==> src/rtl/mips_memory_access_controller_pkg.sv <==
// mips_memory_access_controller_pkg: shared encodings for the memory-stage sequencer
package mips_memory_access_controller_pkg;
    typedef enum logic [2:0] {
        CAT_ALU    = 3'd0,
        CAT_LOAD   = 3'd1,
        CAT_STORE  = 3'd2,
        CAT_BRANCH = 3'd3,
        CAT_JUMP   = 3'd4,
        CAT_SYSTEM = 3'd5
    } category_T;
    typedef enum logic [1:0] {
        SIZE_BYTE = 2'b00,
        SIZE_HALF = 2'b01,
        SIZE_WORD = 2'b10,
        SIZE_RSVD = 2'b11
    } size_T;
    typedef enum logic {
        IDLE = 1'b0,
        BUSY = 1'b1
    } state_T;
    function automatic int bytes_of(input int data_width);
        return data_width / 8;
    endfunction
endpackage

==> src/rtl/mips_memory_lane_align.sv <==
// mips_memory_lane_align: byte enables, store lane replication and load extract/extend
//   size/offset/sign_extend in: access size, byte offset within the bus word, load extension mode
//   store_data/read_data in: right-justified store value, raw bus read data
//   byte_enable/write_data/load_data out: active lanes, replicated store data, extended load value
module mips_memory_lane_align
    import mips_memory_access_controller_pkg::*;
#(
    parameter int DATA_WIDTH = 32,
    parameter bit BIG_ENDIAN = 1'b0,
    parameter int OFS_W      = $clog2(DATA_WIDTH / 8)
) (
    input  logic [1:0]              size,
    input  logic [OFS_W-1:0]        offset,
    input  logic                    sign_extend,
    input  logic [DATA_WIDTH-1:0]   store_data,
    input  logic [DATA_WIDTH-1:0]   read_data,
    output logic [DATA_WIDTH/8-1:0] byte_enable,
    output logic [DATA_WIDTH-1:0]   write_data,
    output logic [DATA_WIDTH-1:0]   load_data
);
    localparam int BYTES = bytes_of(DATA_WIDTH);
    logic [OFS_W:0]        span;
    logic [OFS_W:0]        base;
    logic [DATA_WIDTH-1:0] shifted;
    always_comb begin
        span = size == SIZE_HALF ? (OFS_W+1)'(2) : size == SIZE_WORD ? (OFS_W+1)'(4) : (OFS_W+1)'(1);
        // big-endian mirrors the whole element: lowest lane used is BYTES - offset - span
        base = BIG_ENDIAN ? (OFS_W+1)'(BYTES) - span - {1'b0, offset} : {1'b0, offset};
        byte_enable = BYTES'((1 << span) - 1) << base;
        shifted = read_data >> {base, 3'b000};
        write_data = size == SIZE_BYTE ? DATA_WIDTH'({BYTES{store_data[7:0]}}) :
                     size == SIZE_HALF ? DATA_WIDTH'({(BYTES/2){store_data[15:0]}}) :
                                         DATA_WIDTH'({(BYTES/4){store_data[31:0]}});
        load_data = size == SIZE_BYTE ? (sign_extend ? DATA_WIDTH'($signed(shifted[7:0]))  : DATA_WIDTH'(shifted[7:0])) :
                    size == SIZE_HALF ? (sign_extend ? DATA_WIDTH'($signed(shifted[15:0])) : DATA_WIDTH'(shifted[15:0])) :
                                        (sign_extend ? DATA_WIDTH'($signed(shifted[31:0])) : DATA_WIDTH'(shifted[31:0]));
    end
endmodule

==> src/rtl/mips_memory_access_controller.sv <==
// mips_memory_access_controller: memory-stage sequencer turning EX/MEM loads/stores into bus transactions
//   clock/reset: rising edge, synchronous active-high
//   valid/category/size/signExtend/flush/address/storeData: EX/MEM instruction fields
//   memRequest/memWrite/memByteEnable/memAddress/memWriteData/memReady/memReadData: data-memory bus
//   stall/resultValid/loadData/addressError/busError: pipeline-side status and results
module mips_memory_access_controller
    import mips_memory_access_controller_pkg::*;
#(
    parameter int DATA_WIDTH = 32,
    parameter int ADDR_WIDTH = 32,
    parameter bit BIG_ENDIAN = 1'b0,
    parameter int TIMEOUT    = 15
) (
    input  logic                    clock,
    input  logic                    reset,
    input  logic                    valid,
    input  category_T               category,
    input  logic [1:0]              size,
    input  logic                    signExtend,
    input  logic                    flush,
    input  logic [ADDR_WIDTH-1:0]   address,
    input  logic [DATA_WIDTH-1:0]   storeData,
    output logic                    memRequest,
    output logic                    memWrite,
    output logic [DATA_WIDTH/8-1:0] memByteEnable,
    output logic [ADDR_WIDTH-1:0]   memAddress,
    output logic [DATA_WIDTH-1:0]   memWriteData,
    input  logic                    memReady,
    input  logic [DATA_WIDTH-1:0]   memReadData,
    output logic                    stall,
    output logic                    resultValid,
    output logic [DATA_WIDTH-1:0]   loadData,
    output logic                    addressError,
    output logic                    busError
);
    localparam int BYTES = bytes_of(DATA_WIDTH);
    localparam int OFS_W = $clog2(BYTES);
    localparam int CW    = $clog2(TIMEOUT + 1);
    state_T            state, next_state;
    logic [CW-1:0]     cnt;
    logic              squash, is_mem, aligned, start, bad_access, timeout, done;
    logic [1:0]        size_q, al_size;
    logic [OFS_W-1:0]  ofs_q, al_ofs;
    logic              sext_q, al_sext;
    logic [BYTES-1:0]      be;
    logic [DATA_WIDTH-1:0] wd, ld;
    always_ff @(posedge clock) begin
        state <= reset ? IDLE : next_state;
    end
    always_comb begin
        next_state = start ? BUSY : (state == BUSY && (memReady || timeout)) ? IDLE : state;
    end
    always_comb begin
        is_mem     = valid & (category == CAT_LOAD | category == CAT_STORE);
        aligned    = size == SIZE_BYTE | (size == SIZE_HALF & !address[0]) | (size == SIZE_WORD & address[1:0] == 2'b00);
        start      = state == IDLE & is_mem & aligned & !flush;
        bad_access = state == IDLE & is_mem & !aligned & !flush;
        timeout    = state == BUSY & !memReady & cnt == CW'(TIMEOUT - 1);
        done       = state == BUSY & memReady;
        stall      = start | (state == BUSY & !memReady & !timeout);
        // while busy the instruction fields are taken from the copy latched at acceptance
        al_size    = state == BUSY ? size_q : size;
        al_ofs     = state == BUSY ? ofs_q : address[OFS_W-1:0];
        al_sext    = state == BUSY ? sext_q : signExtend;
    end
    mips_memory_lane_align #(
        .DATA_WIDTH (DATA_WIDTH),
        .BIG_ENDIAN (BIG_ENDIAN),
        .OFS_W      (OFS_W)
    ) u_align (
        .size        (al_size),
        .offset      (al_ofs),
        .sign_extend (al_sext),
        .store_data  (storeData),
        .read_data   (memReadData),
        .byte_enable (be),
        .write_data  (wd),
        .load_data   (ld)
    );
    always_ff @(posedge clock) begin
        if (reset) begin
            cnt           <= '0;
            squash        <= 1'b0;
            size_q        <= '0;
            ofs_q         <= '0;
            sext_q        <= 1'b0;
            memRequest    <= 1'b0;
            memWrite      <= 1'b0;
            memByteEnable <= '0;
            memAddress    <= '0;
            memWriteData  <= '0;
            resultValid   <= 1'b0;
            loadData      <= '0;
            addressError  <= 1'b0;
            busError      <= 1'b0;
        end else begin
            resultValid  <= done & !(squash | flush);
            addressError <= bad_access;
            busError     <= timeout;
            // a flush seen while busy is remembered until the transaction ends
            squash       <= state == BUSY & !done & !timeout & (squash | flush);
            cnt          <= start ? '0 : (state == BUSY & !memReady) ? cnt + 1'b1 : cnt;
            if (start) begin
                memRequest    <= 1'b1;
                memWrite      <= category == CAT_STORE;
                memByteEnable <= be;
                memAddress    <= {address[ADDR_WIDTH-1:OFS_W], OFS_W'(0)};
                memWriteData  <= wd;
                size_q        <= size;
                ofs_q         <= address[OFS_W-1:0];
                sext_q        <= signExtend;
            end else if (done | timeout) begin
                memRequest    <= 1'b0;
                memWrite      <= 1'b0;
                memByteEnable <= '0;
            end
            if (done & !memWrite & !(squash | flush))
                loadData <= ld;
        end
    end
endmodule

==> config.mk <==
export PLATFORM = sky130hd
export DESIGN_NAME = mips_memory_access_controller
export DESIGN_NICKNAME = d
export VERILOG_FILES = /design/src/rtl/mips_memory_access_controller_pkg.sv /design/src/rtl/mips_memory_lane_align.sv /design/src/rtl/mips_memory_access_controller.sv
export SDC_FILE = /design/constraint.sdc
export NUM_CORES = 1
export LEC_CHECK = 0
export ABC_AREA = 1
export CELL_PAD_IN_SITES_DETAIL_PLACEMENT = 1
export CELL_PAD_IN_SITES_GLOBAL_PLACEMENT = 2
export CORE_AREA = 2 2 108 215
export CTS_CLUSTER_SIZE = 20
export DETAILED_ROUTE_END_ITERATION = 10
export DIE_AREA = 0 0 110 217
export GPL_ROUTABILITY_DRIVEN = 0
export GPL_TIMING_DRIVEN = 0
export HOLD_SLACK_MARGIN = 0.06
export PLACE_DENSITY_LB_ADDON = 0.1
export SLEW_MARGIN = 20
export SYNTH_ARGS = -nofsm -noshare
export SYNTH_HDL_FRONTEND = slang
export SYNTH_SLANG_ARGS = --single-unit
==> constraint.sdc <==
create_clock -name clock -period 3.1 [get_ports clock]
set_input_delay 0.465 -clock clock [delete_from_list [all_inputs] [get_ports clock]]
set_output_delay 0.465 -clock clock [all_outputs]
set_load 0.03 [all_outputs]
==> impl_metrics.tcl, run 1 <==
set metrics [dict create \
    fmax_mhz 342 \
    grt_max_degree 17 \
    outcome "complete, no violations" \
    setup_violations 0 \
    r2r.worst_path.cells 11 \
    drt-initial-drc-count 186 \
    powerDensity_mw_per_mm2 499 \
    max_slew_margin 0.416 \
    r2r_end "memWriteData[14]" \
    cts-root-buf "clkbuf_16" \
    syn_area_per_cell_sq_um 7.07 \
    drc 0 \
    hp-start "reset" \
    clkSinkCount 114 \
    antenna_found_initial 2 \
    drive_above_1_share 0.0793 \
    period_needed_ns 2.92 \
    initial_core_util 0.235 \
    grt_overflow 0 \
    drt_pass1_iterations 4 \
    ys_types 32 \
    postCtsSetupBuffers 0 \
    die_w_um 110 \
    num_rows 78 \
    ys_warn_count 0 \
    min_to "squash" \
    syn_area_sq_mm 0.00525 \
    synth-seq-cells 114 \
    grt_usage 0.194 \
    rsz0062_at_grt "false" \
    fin_skew_ns 0.00506 \
    fillers 2771 \
    setup_tns_ns 0 \
    io_pins 213 \
    finalNetCount 1083 \
    finalCritPeriodShare 0.943 \
    vias_per_cell 4.58 \
    clock_path_buffers 2 \
    finalWirelength_mm 22.4 \
    p_total_w 0.00415 \
    critPathCaptureType "primary output" \
    arrival_ns 2.46 \
    die_h_um 217 \
    clkSlewWorstSetupHoldPaths_ns 0.05 \
    holdCritPathClass "in2reg" \
    syn_inst 742 \
    r2r-start "state" \
    dp_hpwl_mm 17.0 \
    synth_area_leaders "dfxtp_1 43%, nand2_1 11%, o21ai_0 11%, nor2_1 10%, a21oi_1 4.5%" \
    drv_cap 0 \
    drv_slew 0 \
    clock_latency_ns 0.43 \
    grt_pass1_wl_mm 34.4 \
    criticalPathCategory "in2out" \
    vias 5801 \
    grt_pass1_vias 6194 \
    rrSetupSlack_ns 0.46 \
    cts_resized 1 \
    cts_hold_buf 0 \
    coreArea_sq_mm 0.0223 \
    ant_nets 0 \
    leakagePower_nw 3.36 \
    wl_per_cell_um 17.7 \
    place_ws_ns -0.177 \
    worstHoldPathCells 2 \
    cts_made_buffers 17 \
    tritoncts "built" \
    worstPathRequired_ns 2.63 \
    final.setup.worst_slack_ns 0.177 \
    io_buffers 209 \
    hold_viol_final 0 \
    htreeDepth 4 \
    synth_top_area_frac 0.435 \
    tightest_slew_ns 0.876 \
    path_max_fanout 10 \
    seq_area_frac_synth 0.435 \
    startpoint "address[0]" \
    dieArea_sq_mm 0.0239 \
    startpoint_type "input port" \
    ir_worst_vdd_mv 0.299 \
    syn_to_final_growth_pct 58.5 \
    synth_top_area_cell "dfxtp_1" \
]
-- state kept, by name, summed over array words and instances, names as in the netlist --
name and count:
sext_q 1, resultValid 1, memAddress 30, addressError 1
memByteEnable 4, memWrite 1, ofs_q 2, state 1
cnt 4, squash 1, size_q 2, busError 1
loadData 32, memWriteData 32, memRequest 1
-- Yosys cell counts --
| cell | number |
|---|---|
| inv_1 | 34 |
| o21bai_1 | 1 |
| nor2_1 | 141 |
| nand3_4 | 1 |
| inv_2 | 1 |
| nand2_1 | 156 |
| conb_1 | 1 |
| dfxtp_1 | 114 |
| a41oi_1 | 4 |
| nand3_2 | 2 |
| nor2_4 | 4 |
| xor2_1 | 3 |
| o21ai_0 | 115 |
| nor3_4 | 1 |
| nand2_2 | 4 |
| mux2i_1 | 7 |
| nand4_1 | 3 |
| ha_1 | 5 |
| nor3_1 | 3 |
| nand2_4 | 3 |
| buf_6 | 4 |
| clkbuf_1 | 20 |
| nand3_1 | 25 |
| o211ai_1 | 9 |
| a31oi_1 | 2 |
| a21oi_1 | 47 |
| buf_2 | 17 |
| clkinv_1 | 1 |
| buf_4 | 8 |
| o22ai_1 | 2 |
| nor2_2 | 1 |
| or2_2 | 3 |
-- report_power, final --
part,leakage [nW],total (W),switching [W],internal [W]
logic,2.14,0.000571,0.000318,0.000254
registers,0.921,0.00151,0.0000132,0.00149
clock network,0.297,0.00207,0.000717,0.00136
-- per-stage QoR --
stage / cells / utilization / area (sq um) / hold WS (ns)
2_1_floorplan: 743 / - / 5250 / 0.429
3_3_place_gp: 1232 / 0.344 / 7690 / 0.439
3_5_place_dp: 1232 / 0.344 / 7690 / 0.455
4_1_cts: 1264 / 0.372 / 8300 / 0.383
5_1_grt: 1266 / 0.372 / 8320 / 0.429
6_report: 1266 / 0.372 / 8320 / 0.392
-- critical path, stage by stage --
cell,delay [ns]
clkdlybuf4s50_1,0.48
inv_1,0.12
nand2_1,0.06
o21bai_1,0.26
nand3_4,0.20
buf_4,0.23
buf_2,0.20
nand2_1,0.08
clkdlybuf4s15_1,0.37
-- per-layer routing --
layer	part of all wire	vias up	GRT usage	routed length (um)
met5	0	-	0	0
met4	0.023	0	0.0781	514
met2	0.51	158	0.332	11500
li1	-	2876	-	-
met1	0.41	2739	0.225	9200
met3	0.055	28	0.0485	1240
-- worst max-delay path by stage --
stage | to | slack (ns) | cells past startpoint
4_1_cts | stall | 0.08 | 9
6_report | stall | 0.18 | 9
5_1_grt | stall | 0.002 | 9
2_1_floorplan | loadData[30] | 1.13 | 12
3_5_place_dp | stall | -0.18 | 9
3_3_place_gp | stall | -0.20 | 9
-- kinds of logic (layout without fill, tap and decap cells) --
kind of cell	count (synthesis)	count (layout)	share of synthesized area
AND/OR/NAND/NOR	347	347	0.278
AO/OA/AOI/OAI	180	180	0.180
multiplexers	7	7	0.0134
buffers and inverters	85	326	0.0763
flip-flops	114	114	0.435
other	1	4	0.000715
XOR/XNOR	3	3	0.00501
adder cells (fa/ha/maj)	5	5	0.0119
-- cell usage in the layout, fill, tap and decap left out, types with 3 or more instances in the layout --
master	count
nand2_1	156
nor2_4	4
nand2_4	3
a21oi_1	47
ha_1	5
clkbuf_1	23
nor2_1	141
o21ai_0	115
dfxtp_1	114
nand2_2	4
nor3_1	3
buf_6	4
o211ai_1	9
clkdlybuf4s50_1	208
mux2i_1	7
clkinv_2	5
inv_1	34
or2_2	3
bufinv_16	4
nand4_1	3
buf_4	8
a41oi_1	4
xor2_1	3
nand3_1	25
clkbuf_16	17
buf_2	17
-- cell type report --
class | instances | area [sq um] | area share
Clock inverter | 11 | 160 | 0.0193
Sequential cell | 114 | 2280 | 0.274
Multi-Input combinational cell | 544 | 2580 | 0.310
Timing Repair Buffer | 209 | 2090 | 0.252
Buffer | 49 | 265 | 0.0319
Tap cell | 280 | 350 | 0.0421
Inverter | 36 | 135 | 0.0162
Antenna cell | 2 | 5.00 | 0.000602
Clock buffer | 21 | 450 | 0.0542
No activity file was read; power rests on OpenSTA's default activity.
==> inputs of run 2 (changes only) <==
- REMOVE_ABC_BUFFERS: default -> 1
==> impl_metrics.tcl, run 2 (synthesis gave the netlist of run 1 again) <==
set metrics [dict create \
    criticalPathCategory "in2out" \
    slowest_delay_ns 0.67 \
    tightest_slew_ns 0.775 \
    p_total_w 0.00419 \
    clock_path_buffers 2 \
    antenna_found_initial 0 \
    ant_nets 0 \
    period_needed_ns 2.91 \
    most-common-layout-cells "210 x clkdlybuf4s50_1, 156 x nand2_1, 141 x nor2_1" \
    p_switching_w 0.00104 \
    vias_per_cell 4.54 \
    coreArea_sq_mm 0.0223 \
    grt_max_degree 64 \
    drv_cap 0 \
    final_common_cell "clkdlybuf4s50_1" \
    wl_per_cell_um 16.6 \
    internal-power_w 0.00315 \
    dp_hpwl_mm 14.1 \
    clkSinkCount 114 \
    path_cells "clkdlybuf4s50_1 -> inv_1 -> nand2_1 -> o21bai_1 -> nand3_4 -> nand2_1 -> clkdlybuf4s50_1" \
    clkPwrFrac 0.507 \
    path_max_fanout 10 \
    io_buffers 210 \
    setup_tns_ns 0 \
    fin_skew_ns 0.00640 \
    holdCritPathClass "reg2reg" \
    critPathCaptureType "primary output" \
    drc 0 \
    leakagePower_nw 3.29 \
    grt_pass1_vias 5633 \
    syn_to_final_growth_pct 57.6 \
    crit_slowest_cell "clkdlybuf4s50_1" \
    final_area_sq_mm 0.00827 \
    hold_viol_final 0 \
    cts_hold_buf 0 \
    drt_pass1_iterations 4 \
    vias 5559 \
    setup_violations 0 \
    placedInstanceArea_sq_mm 0.00758 \
    initial_core_util 0.235 \
    powerDensity_mw_per_mm2 507 \
    drt-initial-drc-count 212 \
    cts-root-buf "clkbuf_16" \
    reg_top3 "loadData x32, memWriteData x32, memAddress x30" \
    dieArea_sq_mm 0.0239 \
    rrSetupSlack_ns 0.35 \
    max_slew_margin 0.482 \
    finalNetCount 1043 \
    worstPathRequired_ns 2.63 \
    grt_overflow 0 \
    clkSlewWorstSetupHoldPaths_ns 0.05 \
    die_h_um 217 \
    startpoint_type "input port" \
    drv_slew 0 \
    die_w_um 110 \
    outcome "complete, no violations" \
    io_pins 213 \
    fmax_mhz 344 \
    htreeDepth 4 \
    cts_made_buffers 17 \
    final_cells 1224 \
    rsz0062_at_grt "false" \
    place_inst 1189 \
    grt_pass1_wl_mm 31.8 \
    fillers 2733 \
    finalWirelength_mm 20.3 \
    drive_above_1_share 0.0678 \
    grt_usage 0.177 \
    tritoncts "built" \
    antennaDiodeCount 0 \
    finalCritPeriodShare 0.938 \
    ir_worst_vdd_mv 0.289 \
    p_comb_frac 0.133 \
    clock_latency_ns 0.43 \
    power_frac_seq 0.359 \
    switching_share 0.249 \
    arrival_ns 2.44 \
    num_rows 78 \
]
==> run 2: repair_timing <==
item	4_1_cts	5_1_grt
setup endpoints to repair	40	23
setup buffers	0	3
pin swaps	0	2
resized for setup	6	2
==> run 2: power groups by stage <==
stage | Clock (W) | Sequential [W] | Combinational (W)
after floorplan | 0 | 0.00158 | 0.000213
after global placement | 0 | 0.00154 | 0.000543
after detailed placement | 0 | 0.00154 | 0.000555
after CTS | 0.00219 | 0.00150 | 0.000565
after global routing | 0.00224 | 0.00151 | 0.000619
final | 0.00213 | 0.00150 | 0.000559
==> run 2: layout make-up <==
cell class,instances,area [sq um],area share
well taps,280,350,0.0424
clock buffers,22,474,0.0573
flip-flops and latches,114,2280,0.276
clock inverters,10,154,0.0186
repair buffers,218,2250,0.273
inverters,36,143,0.0172
multi-input cells,544,2610,0.316
==> run 2: final timing paths <==
path	from	endpoint	cells after the start
worst max-delay path	address[0]	stall	7
worst min register to register	sext_q	sext_q	2
worst min-delay path	sext_q	sext_q	2
worst max register to register	state	loadData[16]	11
==> run 2: critical path: cells and delay by family <==
family	cells	cell delay (ns)
buf+inv	3	1.31
simple gates	3	0.39
compound gates	1	0.27
==> run 2: through the flow <==
| step | utilization | hold WS (ns) | worst slack (ns) |
|---|---|---|---|
| after global routing | 0.370 | 0.484 | 0.0527 |
| after global placement | 0.333 | 0.441 | -1.57 |
| after detailed placement | 0.339 | 0.460 | -0.967 |
| after CTS | 0.369 | 0.470 | 0.0587 |
| after floorplan | - | 0.431 | 0.157 |
| final | 0.370 | 0.463 | 0.191 |
==> run 2: metal layers <==
metal,GRT usage,part of all wire,up-vias
li1,-,-,2798
met1,0.220,0.44,2612
met5,0,0,-
met4,0.0667,0.019,0
met2,0.291,0.50,128
met3,0.0407,0.046,21
==> inputs of run 3 (changes only) <==
- CTS_CLUSTER_SIZE: 20 -> 30
==> results of run 3 <==
No change in the layout: final DEF, timing and power equal those of run 2.
